**src/rtl/sap1_controller_sequencer_pkg.sv**
```systemverilog
// Shared SAP-1 definitions: opcodes, T-state encodings and control-word bit positions.
package sap1_pkg;

  localparam logic [3:0] OP_LDA = 4'b0000;
  localparam logic [3:0] OP_ADD = 4'b0001;
  localparam logic [3:0] OP_SUB = 4'b0010;
  localparam logic [3:0] OP_OUT = 4'b1110;
  localparam logic [3:0] OP_HLT = 4'b1111;

  // State code equals the T-state number so o_state can be read directly.
  typedef enum logic [2:0] {
    T1   = 3'd1,
    T2   = 3'd2,
    T3   = 3'd3,
    T4   = 3'd4,
    T5   = 3'd5,
    T6   = 3'd6,
    HALT = 3'd7
  } state_t;

  localparam int CW_CP = 0;
  localparam int CW_EP = 1;
  localparam int CW_LM = 2;
  localparam int CW_CE = 3;
  localparam int CW_LI = 4;
  localparam int CW_EI = 5;
  localparam int CW_LA = 6;
  localparam int CW_EA = 7;
  localparam int CW_SU = 8;
  localparam int CW_EU = 9;
  localparam int CW_LB = 10;
  localparam int CW_LO = 11;
  localparam int CW_W  = 12;

  typedef logic [CW_W-1:0] cw_t;

  function automatic cw_t cw_bit(input int idx);
    cw_t w;
    w      = '0;
    w[idx] = 1'b1;
    return w;
  endfunction

endpackage

```
**src/rtl/sap1_controller_sequencer_if.sv**
```systemverilog
// Controller <-> datapath bundle: run/opcode/debug in, enables and status out.
interface sap1_ctrl_if;
  logic       i_debug;
  logic       i_run;
  logic [3:0] i_opcode;
  logic       o_cp, o_ep, o_lm, o_ce, o_li, o_ei;
  logic       o_la, o_ea, o_su, o_eu, o_lb, o_lo;
  logic [2:0] o_state;
  logic       o_halted;
  logic       o_instr_done;

  modport master (
    input  i_debug, i_run, i_opcode,
    output o_cp, o_ep, o_lm, o_ce, o_li, o_ei,
           o_la, o_ea, o_su, o_eu, o_lb, o_lo,
           o_state, o_halted, o_instr_done
  );

  modport slave (
    output i_debug, i_run, i_opcode,
    input  o_cp, o_ep, o_lm, o_ce, o_li, o_ei,
           o_la, o_ea, o_su, o_eu, o_lb, o_lo,
           o_state, o_halted, o_instr_done
  );
endinterface

```
**src/rtl/sap1_controller_sequencer_ring.sv**
```systemverilog
// T-state ring: T1 waits on run, T4 traps HLT into HALT, only reset leaves HALT.
module sap1_ring_counter
  import sap1_pkg::*;
(
  input  logic       i_clk,
  input  logic       i_reset,
  input  logic       i_run,
  input  logic [3:0] i_opcode,
  output state_t     o_state
);

  always_ff @(posedge i_clk) begin
    if (i_reset) begin
      o_state <= T1;
    end else begin
      unique case (o_state)
        T1:      if (i_run) o_state <= T2;
        T2:      o_state <= T3;
        T3:      o_state <= T4;
        T4:      o_state <= (i_opcode == OP_HLT) ? HALT : T5;
        T5:      o_state <= T6;
        T6:      o_state <= T1;
        HALT:    o_state <= HALT;
        default: o_state <= T1;
      endcase
    end
  end

endmodule

```
**src/rtl/sap1_controller_sequencer.sv**
```systemverilog
// SAP-1 control sequencer: decodes (T-state, opcode) into the per-cycle control word.
module sap1_controller_sequencer
  import sap1_pkg::*;
(
  input  logic        i_clk,
  input  logic        i_reset,
  sap1_ctrl_if.master bus
);

  state_t state;
  cw_t    cw;

  sap1_ring_counter u_ring (
    .i_clk    (i_clk),
    .i_reset  (i_reset),
    .i_run    (bus.i_run),
    .i_opcode (bus.i_opcode),
    .o_state  (state)
  );

  // Reset gates the word so an abandoned instruction cannot touch the datapath.
  always_comb begin
    cw = '0;
    if (!i_reset) begin
      unique case (state)
        T1: if (bus.i_run) cw = cw_bit(CW_EP) | cw_bit(CW_LM);
        T2: cw = cw_bit(CW_CP);
        T3: cw = cw_bit(CW_CE) | cw_bit(CW_LI);
        T4: begin
          unique case (bus.i_opcode)
            OP_LDA, OP_ADD, OP_SUB: cw = cw_bit(CW_EI) | cw_bit(CW_LM);
            OP_OUT:                 cw = cw_bit(CW_EA) | cw_bit(CW_LO);
            default:                cw = '0;
          endcase
        end
        T5: begin
          unique case (bus.i_opcode)
            OP_LDA:         cw = cw_bit(CW_CE) | cw_bit(CW_LA);
            OP_ADD, OP_SUB: cw = cw_bit(CW_CE) | cw_bit(CW_LB);
            default:        cw = '0;
          endcase
        end
        T6: begin
          unique case (bus.i_opcode)
            OP_ADD:  cw = cw_bit(CW_EU) | cw_bit(CW_LA);
            OP_SUB:  cw = cw_bit(CW_EU) | cw_bit(CW_LA) | cw_bit(CW_SU);
            default: cw = '0;
          endcase
        end
        default: cw = '0;
      endcase
    end
  end

  assign bus.o_cp = cw[CW_CP];
  assign bus.o_ep = cw[CW_EP];
  assign bus.o_lm = cw[CW_LM];
  assign bus.o_ce = cw[CW_CE];
  assign bus.o_li = cw[CW_LI];
  assign bus.o_ei = cw[CW_EI];
  assign bus.o_la = cw[CW_LA];
  assign bus.o_ea = cw[CW_EA];
  assign bus.o_su = cw[CW_SU];
  assign bus.o_eu = cw[CW_EU];
  assign bus.o_lb = cw[CW_LB];
  assign bus.o_lo = cw[CW_LO];

  assign bus.o_state      = state;
  assign bus.o_halted     = (state == HALT);
  // HLT never reaches T6, so T6 alone marks a completed instruction.
  assign bus.o_instr_done = !i_reset && (state == T6);

endmodule

```
**src/flat_wrapper.sv**
```systemverilog
// flat-port wrapper written by rule: the top's interface ports become plain ports
module sap1_controller_sequencer_flat import sap1_pkg::*;
  (i_clk, i_reset, bus_i_debug, bus_i_run, bus_i_opcode, bus_o_cp, bus_o_ep, bus_o_lm, bus_o_ce, bus_o_li, bus_o_ei, bus_o_la, bus_o_ea, bus_o_su, bus_o_eu, bus_o_lb, bus_o_lo, bus_o_state, bus_o_halted, bus_o_instr_done);
  sap1_ctrl_if bus_i ();
  input  logic i_clk;
  input  logic i_reset;
  input wire logic [$bits(bus_i.i_debug)-1:0] bus_i_debug;
  input wire logic [$bits(bus_i.i_run)-1:0] bus_i_run;
  input wire logic [$bits(bus_i.i_opcode)-1:0] bus_i_opcode;
  output wire logic [$bits(bus_i.o_cp)-1:0] bus_o_cp;
  output wire logic [$bits(bus_i.o_ep)-1:0] bus_o_ep;
  output wire logic [$bits(bus_i.o_lm)-1:0] bus_o_lm;
  output wire logic [$bits(bus_i.o_ce)-1:0] bus_o_ce;
  output wire logic [$bits(bus_i.o_li)-1:0] bus_o_li;
  output wire logic [$bits(bus_i.o_ei)-1:0] bus_o_ei;
  output wire logic [$bits(bus_i.o_la)-1:0] bus_o_la;
  output wire logic [$bits(bus_i.o_ea)-1:0] bus_o_ea;
  output wire logic [$bits(bus_i.o_su)-1:0] bus_o_su;
  output wire logic [$bits(bus_i.o_eu)-1:0] bus_o_eu;
  output wire logic [$bits(bus_i.o_lb)-1:0] bus_o_lb;
  output wire logic [$bits(bus_i.o_lo)-1:0] bus_o_lo;
  output wire logic [$bits(bus_i.o_state)-1:0] bus_o_state;
  output wire logic [$bits(bus_i.o_halted)-1:0] bus_o_halted;
  output wire logic [$bits(bus_i.o_instr_done)-1:0] bus_o_instr_done;
  assign bus_i.i_debug = bus_i_debug;
  assign bus_i.i_run = bus_i_run;
  assign bus_i.i_opcode = bus_i_opcode;
  assign bus_o_cp = bus_i.o_cp;
  assign bus_o_ep = bus_i.o_ep;
  assign bus_o_lm = bus_i.o_lm;
  assign bus_o_ce = bus_i.o_ce;
  assign bus_o_li = bus_i.o_li;
  assign bus_o_ei = bus_i.o_ei;
  assign bus_o_la = bus_i.o_la;
  assign bus_o_ea = bus_i.o_ea;
  assign bus_o_su = bus_i.o_su;
  assign bus_o_eu = bus_i.o_eu;
  assign bus_o_lb = bus_i.o_lb;
  assign bus_o_lo = bus_i.o_lo;
  assign bus_o_state = bus_i.o_state;
  assign bus_o_halted = bus_i.o_halted;
  assign bus_o_instr_done = bus_i.o_instr_done;
  sap1_controller_sequencer u_core (.i_clk(i_clk), .i_reset(i_reset), .bus(bus_i));
endmodule
```
**config.mk**
```make
export PLATFORM = sky130hd
export DESIGN_NAME = sap1_controller_sequencer_flat
export DESIGN_NICKNAME = d
export VERILOG_FILES = /design/src/rtl/sap1_controller_sequencer_pkg.sv /design/src/rtl/sap1_controller_sequencer_if.sv /design/src/rtl/sap1_controller_sequencer_ring.sv /design/src/rtl/sap1_controller_sequencer.sv /design/src/flat_wrapper.sv
export SDC_FILE = /design/constraint.sdc
export NUM_CORES = 1
export LEC_CHECK = 0
export CAP_MARGIN = 20
export CORE_AREA = 5 5 42 44
export CTS_CLUSTER_SIZE = 28
export DETAILED_ROUTE_END_ITERATION = 16
export DIE_AREA = 0 0 47 49
export PLACE_DENSITY = 0.71
export SYNTH_ARGS = -nofsm -noshare
export SYNTH_HDL_FRONTEND = slang
export SYNTH_SLANG_ARGS = --single-unit
```
**constraint.sdc**
```tcl
create_clock -name i_clk -period 3.6 [get_ports i_clk]
set_clock_uncertainty 0.15 [all_clocks]
set_input_delay 0.72 -clock i_clk [delete_from_list [all_inputs] [get_ports i_clk]]
set_output_delay 0.72 -clock i_clk [all_outputs]
set_load 0.03 [all_outputs]
```
==> summary.txt <==
Status
  • Run status: completed

Synthesis
  • Cells taking the most area after synthesis: dfxtp_1 (20%), nor2_1 (9.9%), nand2b_1 (6.2%)
  • Avg Synthesized Cell Area: approximately 7.2 um2
  • Most common flop cell mapped by yosys: dfxtp_1
  • Yosys top cell by area: dfxtp_1
  • Syn Inst Count: 42
  • Distinct cell type count after synthesis: 26
  • Synth Cell Area: a little over 300 um2
  • Post-synth top area share: 19.8%
  • Synthesis Warnings: 0
  • Sequential area share after synthesis: about 20%
  • Yosys reg bits: 3
  • Synth async-reset ratio: 0%
  • Post-synth EDFFs: 0
  • Synth Net Count: 50

Floorplan
  • Core footprint: 1400 um2
  • DIE HEIGHT: approximately 50 um
  • # IOs: 25
  • Die W: ~47 um
  • Row count: 14
  • Initial Util: 21.7%
  • Die area: 2300 um2

Pwr
  • PD cells: around 320 nW/um2
  • Worst VDD drop: 0.148 mV
  • Leakage Power: ~0.23 nW

CTS
  • CTS tree: yes
  • CTS Root Cell: clkbuf_4
  • Worst skew pair latency: 0.23 ns
  • Clk slew on worst S/H paths: approximately 0.040 ns
  • Clock Path Buffers: 2
  • H-tree lvl count: 1
  • Post-CTS sizing: 0
  • Setup bufs post-CTS: 0
  • # hold bufs at CTS: 0
  • Num CTS Buffers: 3
  • CTS sink count: 3

Job
  • Total of max-cap violations: 0

Global route
  • Initial antenna violation count: 0
  • Largest net degree at the start of global routing: 11
  • Number of global-route vias before repair: 360
  • Global-route wire length before repair: 1460 um
  • Most Used Layer, Global Route: met2
  • Grt met1 use: roughly 11%
  • All-Layer GR Usage: about 8.6%
  • Met3 Track Usage GR: around 1.5%
  • Grt ovf: 0
  • GR met2 Demand/Resource: between 10% and 20%

Critical path
  • Critical path launch point type: input port
  • CP arrival: about 2.6 ns
  • Slowest stage delay, CP: 0.69 ns
  • CP cell instances: clkdlybuf4s50_1 > nand2b_1 > nor4b_1 > o21bai_1 > clkdlybuf4s50_1
  • Kind of critical path: input port to output port
  • CP endpoint kind: output port
  • CP Data Required Time: ~2.7 ns
  • Worst-path maximum fanout: 2
  • Crit-path slowest cell: clkdlybuf4s50_1
  • Most used cell, CP: clkdlybuf4s50_1

Timing
  • Unrepaired setup endpoints after global routing: false
  • Period utilization: a little over nine tenths
  • Setup-failing EPs final: 0
  • Final slew viol count: 0
  • Final WS setup: ~0.13 ns
  • Final Hold Vio Count: 0
  • Maximum clock rate: between 200 and 300 MHz
  • Worst-margin pin slew: approximately 0.42 ns
  • Sum of negative setup slack: 0 ns
  • Final min period: roughly 3.5 ns
  • Fin Hold WS: just under 0.5 ns
  • Rel. slew slack: 71.6%

Cells and area
  • Most frequent cells in the layout: clkdlybuf4s50_1 (20), nor2_1 (8), buf_4 (5)
  • Layout cells sized above 1: roughly 17%
  • Filler cells: 154
  • Most flops, register: u_core.u_ring.o_state
  • Layout Nets: about 80
  • Top flop regs: u_core.u_ring.o_state x3
  • Diode count: 0
  • Core Util, Final: about two fifths
  • Final Instance Area: 582 um2
  • Area Growth Syn to Fin: 91.4%
  • Most common cell after layout, fill and taps aside: clkdlybuf4s50_1
  • Max reg flops: 3

Place
  • HPWL Detailed: between 700 and 800 um
  • Setup WS pre-CTS: ~0.089 ns
  • Cell Area, Placed: 553 um2
  • IO Port Bufs: 23
  • Routability cong.: around 0.68

Drt
  • Post-route antenna net violation count: 0
  • WL final: between 900 and 1000 um
  • # DRC: 0
  • Via count: 399
  • Vias per inst: ~4.6
  • First DRT Iteration DRCs: 5
  • Pre-antenna DRT Iters: 3
  • Routed wire per std cell: ~11 um

Min path
  • HP Class: flip-flop to flip-flop
[power by group]
part           switching (W)  leakage, nW  internal, W
Sequential         0.0000105       0.0249    0.0000382
Combinational      0.0000423        0.191    0.0000381
Clock              0.0000163       0.0150    0.0000415
[area by class of cell]
cell class              count  area [um2]  share of cell area (%)
clock buffers               4        26.3                    4.52
inverters                   1        3.75                   0.645
multi-input cells          36         221                    38.1
repair buffers             26         250                    43.0
well taps                  16        20.0                    3.44
flip-flops and latches      3        60.1                    10.3
[stage by stage]
stage	instances	total power, W
floorplan	42	0.0000930
global placement	82	0.000129
detailed placement	82	0.000129
CTS	86	0.000190
global route	86	0.000200
finish	86	0.000187
[critical path: cells and delay by family]
family / cells / cell delay, ns
AND/OR/NAND/NOR: 2 / 0.59
AO/OA/AOI/OAI: 1 / 0.18
buffers and inverters: 2 / 1.10
[routing by layer]
metal | up-vias | share of wire (%)
met5 | - | 0
met4 | 0 | 0
met3 | 0 | 11
met2 | 18 | 44
met1 | 174 | 45
li1 | 207 | -
[final timing paths]
path,endpoint,depth (start not counted),from,slack (ns)
min,u_core.u_ring.o_state[1],1,u_core.u_ring.o_state[0],0.49
max reg2reg,u_core.u_ring.o_state[1],3,u_core.u_ring.o_state[2],2.12
min reg2reg,u_core.u_ring.o_state[1],1,u_core.u_ring.o_state[0],0.49
max,bus_o_lm,5,i_reset,0.13
[synthesized netlist by cell type, types with 2 or more instances]
master,number
a21oi_1,3
dfxtp_1,3
nand2_1,2
nand2b_1,3
nor2_1,8
nor3_1,3
[cells by family after synthesis]
family,Yosys count,share of synthesized area (%)
DFF,3,19.8
buffers and inverters,3,7.41
xor gates and xnor gates,1,2.88
AOI/OAI and AO/OA,6,12.8
and+or+nand+nor,29,57.2
No activity file was read; power rests on OpenSTA's default activity.
